$ cat config.mk
export PLATFORM = sky130hd
export DESIGN_NAME = ethernet_st_error_sink_flat
export DESIGN_NICKNAME = d
export VERILOG_FILES = /design/src/rtl/ethernet_st_error_sink_if.sv /design/src/rtl/ethernet_st_error_sink.sv /design/src/flat_wrapper.sv
export SDC_FILE = /design/constraint.sdc
export NUM_CORES = 1
export LEC_CHECK = 0
export ABC_CLOCK_PERIOD_IN_PS = 2300
export BUFFER_PORTS_ARGS = -buffer_cell sky130_fd_sc_hd__buf_2
export CAP_MARGIN = 20
export CORE_ASPECT_RATIO = 1.75
export CORE_MARGIN = 2
export CORE_UTILIZATION = 39
export DETAILED_ROUTE_END_ITERATION = 12
export HOLD_SLACK_MARGIN = 0.03
export PLACE_DENSITY_LB_ADDON = 0.08
export SETUP_SLACK_MARGIN = 0.02
export SYNTH_ARGS = -nofsm -noshare
export SYNTH_HDL_FRONTEND = slang
export SYNTH_SLANG_ARGS = --single-unit
$ cat constraint.sdc
create_clock -name clk -period 2.3 [get_ports clk]
set_clock_uncertainty 0.2 [all_clocks]
set_input_delay 0.23 -clock clk [delete_from_list [all_inputs] [get_ports clk]]
set_output_delay 0.23 -clock clk [all_outputs]
set_load 0.01 [all_outputs]
$ cat src/rtl/ethernet_st_error_sink_if.sv
// ---------------------------------------------------------------------------
// ethernet_st_error_sink_if
//
// Avalon-ST link bundle for the Ethernet error sink: the errored input stream
// (in_*) and the clean output stream (out_*), with no error field on out_*.
//
//   in_valid / in_ready           sink handshake (in_ready driven by the sink)
//   in_data, in_startofpacket,
//   in_endofpacket, in_empty,
//   in_error                      sink beat fields
//   out_valid / out_ready         source handshake (out_ready from downstream)
//   out_data, out_startofpacket,
//   out_endofpacket, out_empty    source beat fields
//
// Modports:
//   slave  - the error sink itself
//   master - whatever drives in_* and consumes out_* (upstream/downstream)
// ---------------------------------------------------------------------------
interface ethernet_st_error_sink_if #(
    parameter int DATA_W  = 32,
    parameter int EMPTY_W = 2
);
    logic               in_ready;
    logic               in_valid;
    logic [DATA_W-1:0]  in_data;
    logic               in_startofpacket;
    logic               in_endofpacket;
    logic [EMPTY_W-1:0] in_empty;
    logic               in_error;

    logic               out_ready;
    logic               out_valid;
    logic [DATA_W-1:0]  out_data;
    logic               out_startofpacket;
    logic               out_endofpacket;
    logic [EMPTY_W-1:0] out_empty;

    modport slave (
        output in_ready,
        input  in_valid, in_data, in_startofpacket, in_endofpacket, in_empty, in_error,
        input  out_ready,
        output out_valid, out_data, out_startofpacket, out_endofpacket, out_empty
    );

    modport master (
        input  in_ready,
        output in_valid, in_data, in_startofpacket, in_endofpacket, in_empty, in_error,
        output out_ready,
        input  out_valid, out_data, out_startofpacket, out_endofpacket, out_empty
    );
endinterface

$ cat src/rtl/ethernet_st_error_sink.sv
// ---------------------------------------------------------------------------
// ethernet_st_error_sink
//
// Consumes the per-beat error field of an Avalon-ST packet stream. A packet
// that raises error is cut short at the errored beat (forwarded with EOP=1,
// empty=0); its remaining beats are drained without reaching the output.
// Malformed framing (continuation beat between packets, SOP inside a packet)
// is repaired and counted.
//
// Ports:
//   clk          rising-edge clock
//   reset_n      asynchronous active-low reset
//   st           stream bundle (slave modport): in_* sink, out_* source.
//                in_ready is combinational, all out_* are registered.
//   cnt_clear    synchronous clear of both counters (wins over increment)
//   err_pkt_cnt  saturating count of truncated (errored) packets
//   stray_cnt    saturating count of malformed beats
//   err_pulse    registered one-cycle pulse, high in the cycle the errored
//                beat appears in the output register
// ---------------------------------------------------------------------------
module ethernet_st_error_sink #(
    parameter int DATA_W  = 32,
    parameter int EMPTY_W = 2,
    parameter int CNT_W   = 16
) (
    input  logic                     clk,
    input  logic                     reset_n,
    ethernet_st_error_sink_if.slave  st,
    input  logic                     cnt_clear,
    output logic [CNT_W-1:0]         err_pkt_cnt,
    output logic [CNT_W-1:0]         stray_cnt,
    output logic                     err_pulse
);

    typedef enum logic [1:0] {
        ST_IDLE = 2'd0,   // between packets
        ST_PKT  = 2'd1,   // inside a forwarded packet
        ST_DROP = 2'd2    // draining the tail of an errored packet
    } state_t;

    state_t             r_state;
    state_t             w_next_state;

    logic               r_out_valid;
    logic [DATA_W-1:0]  r_out_data;
    logic               r_out_sop;
    logic               r_out_eop;
    logic [EMPTY_W-1:0] r_out_empty;
    logic [CNT_W-1:0]   r_err_pkt_cnt;
    logic [CNT_W-1:0]   r_stray_cnt;
    logic               r_err_pulse;

    logic               w_in_ready;
    logic               w_accept;
    logic               w_load;
    logic               w_load_sop;
    logic               w_load_eop;
    logic [EMPTY_W-1:0] w_load_empty;
    logic               w_err_inc;
    logic               w_stray_inc;

    // DROP never waits on the output register: drained beats are not loaded.
    assign w_in_ready = (r_state == ST_DROP) | ~r_out_valid | st.out_ready;
    assign w_accept   = st.in_valid & w_in_ready;

    // -----------------------------------------------------------------------
    // Next-state and beat-steering logic
    // -----------------------------------------------------------------------
    always_comb begin
        // NOTE: every signal gets a default before the case so no path can
        // leave one unassigned and infer a latch.
        w_next_state = r_state;
        w_load       = 1'b0;
        w_load_sop   = 1'b0;
        w_load_eop   = st.in_endofpacket;
        w_load_empty = st.in_empty;
        w_err_inc    = 1'b0;
        w_stray_inc  = 1'b0;

        unique case (r_state)
            ST_IDLE, ST_PKT: begin
                if (w_accept) begin
                    if (r_state == ST_IDLE && !st.in_startofpacket) begin
                        // Continuation beat with no packet open: discard.
                        w_stray_inc = 1'b1;
                    end else begin
                        w_load     = 1'b1;
                        // An SOP inside a packet is demoted to a continuation.
                        w_load_sop = (r_state == ST_IDLE);
                        if (r_state == ST_PKT && st.in_startofpacket) begin
                            w_stray_inc = 1'b1;
                        end
                        if (st.in_error) begin
                            // Truncate here; drain the tail unless this beat
                            // already closes the input packet.
                            w_load_eop   = 1'b1;
                            w_load_empty = '0;
                            w_err_inc    = 1'b1;
                            w_next_state = st.in_endofpacket ? ST_IDLE : ST_DROP;
                        end else begin
                            w_next_state = st.in_endofpacket ? ST_IDLE : ST_PKT;
                        end
                    end
                end
            end

            ST_DROP: begin
                if (w_accept && st.in_endofpacket) begin
                    w_next_state = ST_IDLE;
                end
            end

            default: w_next_state = ST_IDLE;
        endcase
    end

    // -----------------------------------------------------------------------
    // State register
    // -----------------------------------------------------------------------
    always_ff @(posedge clk or negedge reset_n) begin
        // NOTE: sequential state uses non-blocking assignments so every
        // register samples pre-edge values regardless of statement order.
        if (!reset_n) begin
            r_state <= ST_IDLE;
        end else begin
            r_state <= w_next_state;
        end
    end

    // -----------------------------------------------------------------------
    // Output register: loads on a forwarded beat, otherwise holds its fields
    // and only drops valid once downstream has taken the beat.
    // -----------------------------------------------------------------------
    always_ff @(posedge clk or negedge reset_n) begin
        if (!reset_n) begin
            // NOTE: the data path is reset too, since downstream observes
            // out_data as zero out of reset rather than as don't-care.
            r_out_valid <= 1'b0;
            r_out_data  <= '0;
            r_out_sop   <= 1'b0;
            r_out_eop   <= 1'b0;
            r_out_empty <= '0;
        end else if (w_load) begin
            r_out_valid <= 1'b1;
            r_out_data  <= st.in_data;
            r_out_sop   <= w_load_sop;
            r_out_eop   <= w_load_eop;
            r_out_empty <= w_load_empty;
        end else if (st.out_ready) begin
            r_out_valid <= 1'b0;
        end
    end

    // -----------------------------------------------------------------------
    // Statistics: saturating counters, clear has priority over increment
    // -----------------------------------------------------------------------
    always_ff @(posedge clk or negedge reset_n) begin
        if (!reset_n) begin
            r_err_pkt_cnt <= '0;
            r_stray_cnt   <= '0;
            r_err_pulse   <= 1'b0;
        end else begin
            r_err_pulse <= w_err_inc;

            if (cnt_clear) begin
                r_err_pkt_cnt <= '0;
            end else if (w_err_inc && (r_err_pkt_cnt != {CNT_W{1'b1}})) begin
                r_err_pkt_cnt <= r_err_pkt_cnt + CNT_W'(1);
            end

            if (cnt_clear) begin
                r_stray_cnt <= '0;
            end else if (w_stray_inc && (r_stray_cnt != {CNT_W{1'b1}})) begin
                r_stray_cnt <= r_stray_cnt + CNT_W'(1);
            end
        end
    end

    assign st.in_ready          = w_in_ready;
    assign st.out_valid         = r_out_valid;
    assign st.out_data          = r_out_data;
    assign st.out_startofpacket = r_out_sop;
    assign st.out_endofpacket   = r_out_eop;
    assign st.out_empty         = r_out_empty;
    assign err_pkt_cnt          = r_err_pkt_cnt;
    assign stray_cnt            = r_stray_cnt;
    assign err_pulse            = r_err_pulse;

endmodule

$ cat src/flat_wrapper.sv
// flat-port wrapper written by rule: the top's interface ports become plain ports
module ethernet_st_error_sink_flat 
#(
    parameter int DATA_W  = 32,
    parameter int EMPTY_W = 2,
    parameter int CNT_W   = 16
)
  (clk, reset_n, cnt_clear, err_pkt_cnt, stray_cnt, err_pulse, st_in_ready, st_in_valid, st_in_data, st_in_startofpacket, st_in_endofpacket, st_in_empty, st_in_error, st_out_ready, st_out_valid, st_out_data, st_out_startofpacket, st_out_endofpacket, st_out_empty);
  ethernet_st_error_sink_if #(.DATA_W(DATA_W), .EMPTY_W(EMPTY_W)) st_i ();
  input  logic clk;
  input  logic reset_n;
  input  logic cnt_clear;
  output logic [CNT_W-1:0] err_pkt_cnt;
  output logic [CNT_W-1:0] stray_cnt;
  output logic err_pulse;
  output wire logic [$bits(st_i.in_ready)-1:0] st_in_ready;
  input wire logic [$bits(st_i.in_valid)-1:0] st_in_valid;
  input wire logic [$bits(st_i.in_data)-1:0] st_in_data;
  input wire logic [$bits(st_i.in_startofpacket)-1:0] st_in_startofpacket;
  input wire logic [$bits(st_i.in_endofpacket)-1:0] st_in_endofpacket;
  input wire logic [$bits(st_i.in_empty)-1:0] st_in_empty;
  input wire logic [$bits(st_i.in_error)-1:0] st_in_error;
  input wire logic [$bits(st_i.out_ready)-1:0] st_out_ready;
  output wire logic [$bits(st_i.out_valid)-1:0] st_out_valid;
  output wire logic [$bits(st_i.out_data)-1:0] st_out_data;
  output wire logic [$bits(st_i.out_startofpacket)-1:0] st_out_startofpacket;
  output wire logic [$bits(st_i.out_endofpacket)-1:0] st_out_endofpacket;
  output wire logic [$bits(st_i.out_empty)-1:0] st_out_empty;
  assign st_in_ready = st_i.in_ready;
  assign st_i.in_valid = st_in_valid;
  assign st_i.in_data = st_in_data;
  assign st_i.in_startofpacket = st_in_startofpacket;
  assign st_i.in_endofpacket = st_in_endofpacket;
  assign st_i.in_empty = st_in_empty;
  assign st_i.in_error = st_in_error;
  assign st_i.out_ready = st_out_ready;
  assign st_out_valid = st_i.out_valid;
  assign st_out_data = st_i.out_data;
  assign st_out_startofpacket = st_i.out_startofpacket;
  assign st_out_endofpacket = st_i.out_endofpacket;
  assign st_out_empty = st_i.out_empty;
  ethernet_st_error_sink #(.DATA_W(DATA_W), .EMPTY_W(EMPTY_W), .CNT_W(CNT_W)) u_core (.clk(clk), .reset_n(reset_n), .st(st_i), .cnt_clear(cnt_clear), .err_pkt_cnt(err_pkt_cnt), .stray_cnt(stray_cnt), .err_pulse(err_pulse));
endmodule
==> metrics.md <==
| Metric | Value |
|---|---|
| Max_slew headroom | 55.20% |
| Post-route cell area | 4972 um^2 |
| Initial Util | 39.97% |
| Sequential Power Share | 41.9% |
| Post-route minimum period | 2138 ps |
| Period utilisation layout | 92.94% |
| Switching portion of total power | 26.76% |
| First-pass GRT wire length | 14.42 mm |
| Int Power | 0.002733 W |
| Post-Route WL | 8.848 mm |
| WP data required | 2320 ps |
| Max clock buf depth | 2 |
| Critical path class | reg2reg |
| Slew @ Worst Pin | 672.1 ps |
| CTS root buffer | clkbuf_16 |
| Register bit count reported by yosys | 72 |
| Maximum VDD drop | 0.0005851 V |
| Register clock-pin slew on the reported worst setup and hold paths | 60 ps |
| CTS sink cnt | 72 |
| Total track usage | 19.66% |
| Vert. Die Dim | 128.3 um |
| # setup viols final | 0 |
| Leak | 2.304 nW |
| N_diodes | 0 |
| Vias in the first global route | 3,109 |
| Std cell rows | 45 |
| Port bufs | 112 |
| Ys async rst share | 100.0% |
| Synth top area cells | dfrtp_1, mux2_2, nor2b_1 |
| DP Wirelength | 6.295 mm |
| Status | complete, no violations |
| Worst R2R End | u_core.stray_cnt[12] |
| Post-CTS Setup Bufs | 0 |
| Hold Path End | u_core.r_state[1] |
| Synthesized cell area | 3443 um^2 |
| Starting DRC count in detailed routing | 109 |
| Fmax | 467.8 MHz |
| Layout area overhead | 44.40% |
| EDFF count, synth | 0 |
| Most area-hungry cell type in the Yosys netlist | dfrtp_1 |
| Final nets | 519 |
| R2R depth | 5 |
| Logic gate share of total power | 21.2% |
| Yosys top cell area share | 52.33% |
| Sequential cell area fraction in the yosys report | 52.33% |
| Initial antenna violation count | 0 |
| Count of final hold-check violations | 0 |
| Final core utilization | 57.72% |
| Largest net degree at the start of global routing | 38 |
| Die width | 75.03 um |
| Clock buffer count from CTS | 9 |
| DRC | 0 |
| Clk pwr share | 36.9% |
| Net Count, Synth | 352 |
| Crit path launch type | register |
| Layout cells sized above 1 | 42.29% |
| Vias | 3,076 |
| Placed inst area | 4313 um^2 |
| Hold slack | 30.55 ps |
| Number of detailed-route iterations in the first pass | 4 |
| Synth Warn # | 0 |
| CP Capture Type | register |
| Ports | 113 |
| Critical R2R Launch | u_core.stray_cnt[0] |
| WL/cell | 14.82 um |
| Crit path DAT | 2150 ps |
| CTS tree | built |
| Syn_area_per_cell | 11.18 um^2 |
| Vias per cell | 5.152 |
| PwrDens | 750.4 nW/um^2 |
| Core area | 8615 um^2 |
| Max H-tree Level | 3 |
| RSZ-0062 raised after global routing | no |
| Final ANT Viol Nets | 0 |
| Yosys cell types | 35 |
| Top FF cell, synth | dfrtp_1 |
| Die ar. | 9626 um^2 |
| Post-Syn Instances | 308 |
| Later-pin clock latency in the skew report | 330 ps |
| Remaining Overflow, GRT | 0 |
| Max_cap viols | 0 |
| Setup WS post-layout | 162.4 ps |
| Crit-path max FO | 10 |
| Pre-CTS setup slack | -18.04 ps |
| Hold Crit Class | in2reg |
| Placer congestion estimate | 0.7957 |
| P_sw | 0.0009984 W |
| Hold path depth | 3 |
| Max-slew violations | 0 |
| HP Start | st_in_valid |
| Reg2Reg Setup Slack | 160 ps |
## layout by cell type (no fill, tap or decap), types with 3 or more instances in the layout
cell	count
a21oi_1	18
a31oi_1	3
and3_1	8
buf_12	3
buf_2	111
buf_4	22
clkbuf_16	9
clkinvlp_4	3
dfrtp_1	72
dlygate4sd3_1	35
inv_1	5
mux2_2	46
nand2_1	10
nand2b_1	3
nand3_1	11
nand4_1	14
nor2_1	18
nor2b_1	18
nor4_1	11
o21a_1	3
o21ai_0	5
o31ai_1	9
or3_1	3
or4_1	11
## cells by family after synthesis
group / count (synthesis) / synth area share (%)
compound gates: 45 / 8.212
xor+xnor: 1 / 0.4725
fa+ha+maj: 2 / 0.7266
buf+inv: 20 / 2.398
flops: 72 / 52.33
mux: 49 / 15.99
simple gates: 119 / 19.88
## critical path, cell delays in order (launching register included)
cell     delay, ps
dfrtp_1        360
ha_1           170
nand2_1         80
or4b_4         560
nor4_2         310
mux2_1         350
## flip-flops by register name, indices dropped and copies added, names as in the netlist
signal / cells
u_core.st.out_data: 32
u_core.err_pkt_cnt: 16
u_core.stray_cnt: 16
u_core.r_state: 2
u_core.st.out_empty: 2
u_core.err_pulse: 1
u_core.st.out_endofpacket: 1
u_core.st.out_startofpacket: 1
u_core.st.out_valid: 1
## layout make-up
cell class	count	area [um^2]
multi-input combinational	216	1575
sequential	72	1802
inverter	5	18.77
clock inverter	6	70.07
clock buffer	10	229.0
timing repair buffer	171	1131
tap	117	146.4
fill	788	3642
## metrics by stage
stage | std cells | power [W] | TNS, ps
2_1_floorplan | 308 | 0.001972 | 0
3_3_place_gp | 546 | 0.002321 | 0
3_5_place_dp | 546 | 0.002341 | -18.04
4_1_cts | 597 | 0.003790 | 0
5_1_grt | 597 | 0.003924 | 0
6_report | 597 | 0.003731 | 0
## worst max path at each step
stage                                    from              endpoint  slack [ps]  cells after the start
after floorplan           u_core.stray_cnt[0]  u_core.stray_cnt[10]          80                      6
after global placement    u_core.stray_cnt[0]  u_core.stray_cnt[12]          70                      5
after detailed placement  u_core.stray_cnt[0]  u_core.stray_cnt[12]         -20                      5
after CTS                 u_core.stray_cnt[0]  u_core.stray_cnt[10]          30                      5
after global routing      u_core.stray_cnt[0]  u_core.stray_cnt[12]          20                      5
final                     u_core.stray_cnt[0]  u_core.stray_cnt[12]         160                      5
## routing by layer
metal / GRT usage (%) / vias to the layer above / part of all wire, %
met3: 4.796 / 16 / 5.8
met5: 0 / - / 0
met2: 33.90 / 91 / 54
met1: 22.08 / 1479 / 38
li1: - / 1490 / -
met4: 9.244 / 0 / 2.5
## synth_stat cells, types with 3 or more instances
library cell	count
nand2b_1	3
nand2_1	10
o31ai_1	9
and3_1	8
or3_1	3
mux2_2	46
inv_1	5
nor2b_1	18
a21oi_1	18
o21ai_0	5
nand3_1	11
clkbuf_1	9
or4_1	11
a31oi_1	3
buf_2	6
nor2_1	18
dfrtp_1	72
o21a_1	3
nor4_1	13
nand4_1	14
## power groups by stage
stage / logic [W] / registers [W] / clock network (W)
3_3_place_gp: 0.000744 / 0.00158 / 0
3_5_place_dp: 0.000756 / 0.00159 / 0
6_report: 0.000790 / 0.00156 / 0.00138
2_1_floorplan: 0.000282 / 0.00169 / 0
4_1_cts: 0.000802 / 0.00157 / 0.00142
5_1_grt: 0.000859 / 0.00159 / 0.00147
## what timing repair did
action                     CTS  global route
hold endpoints to repair    69             0
resized for setup            1             1
setup endpoints to repair    1             5
hold buffers                35             0
Power figures use the tool's default switching activity.
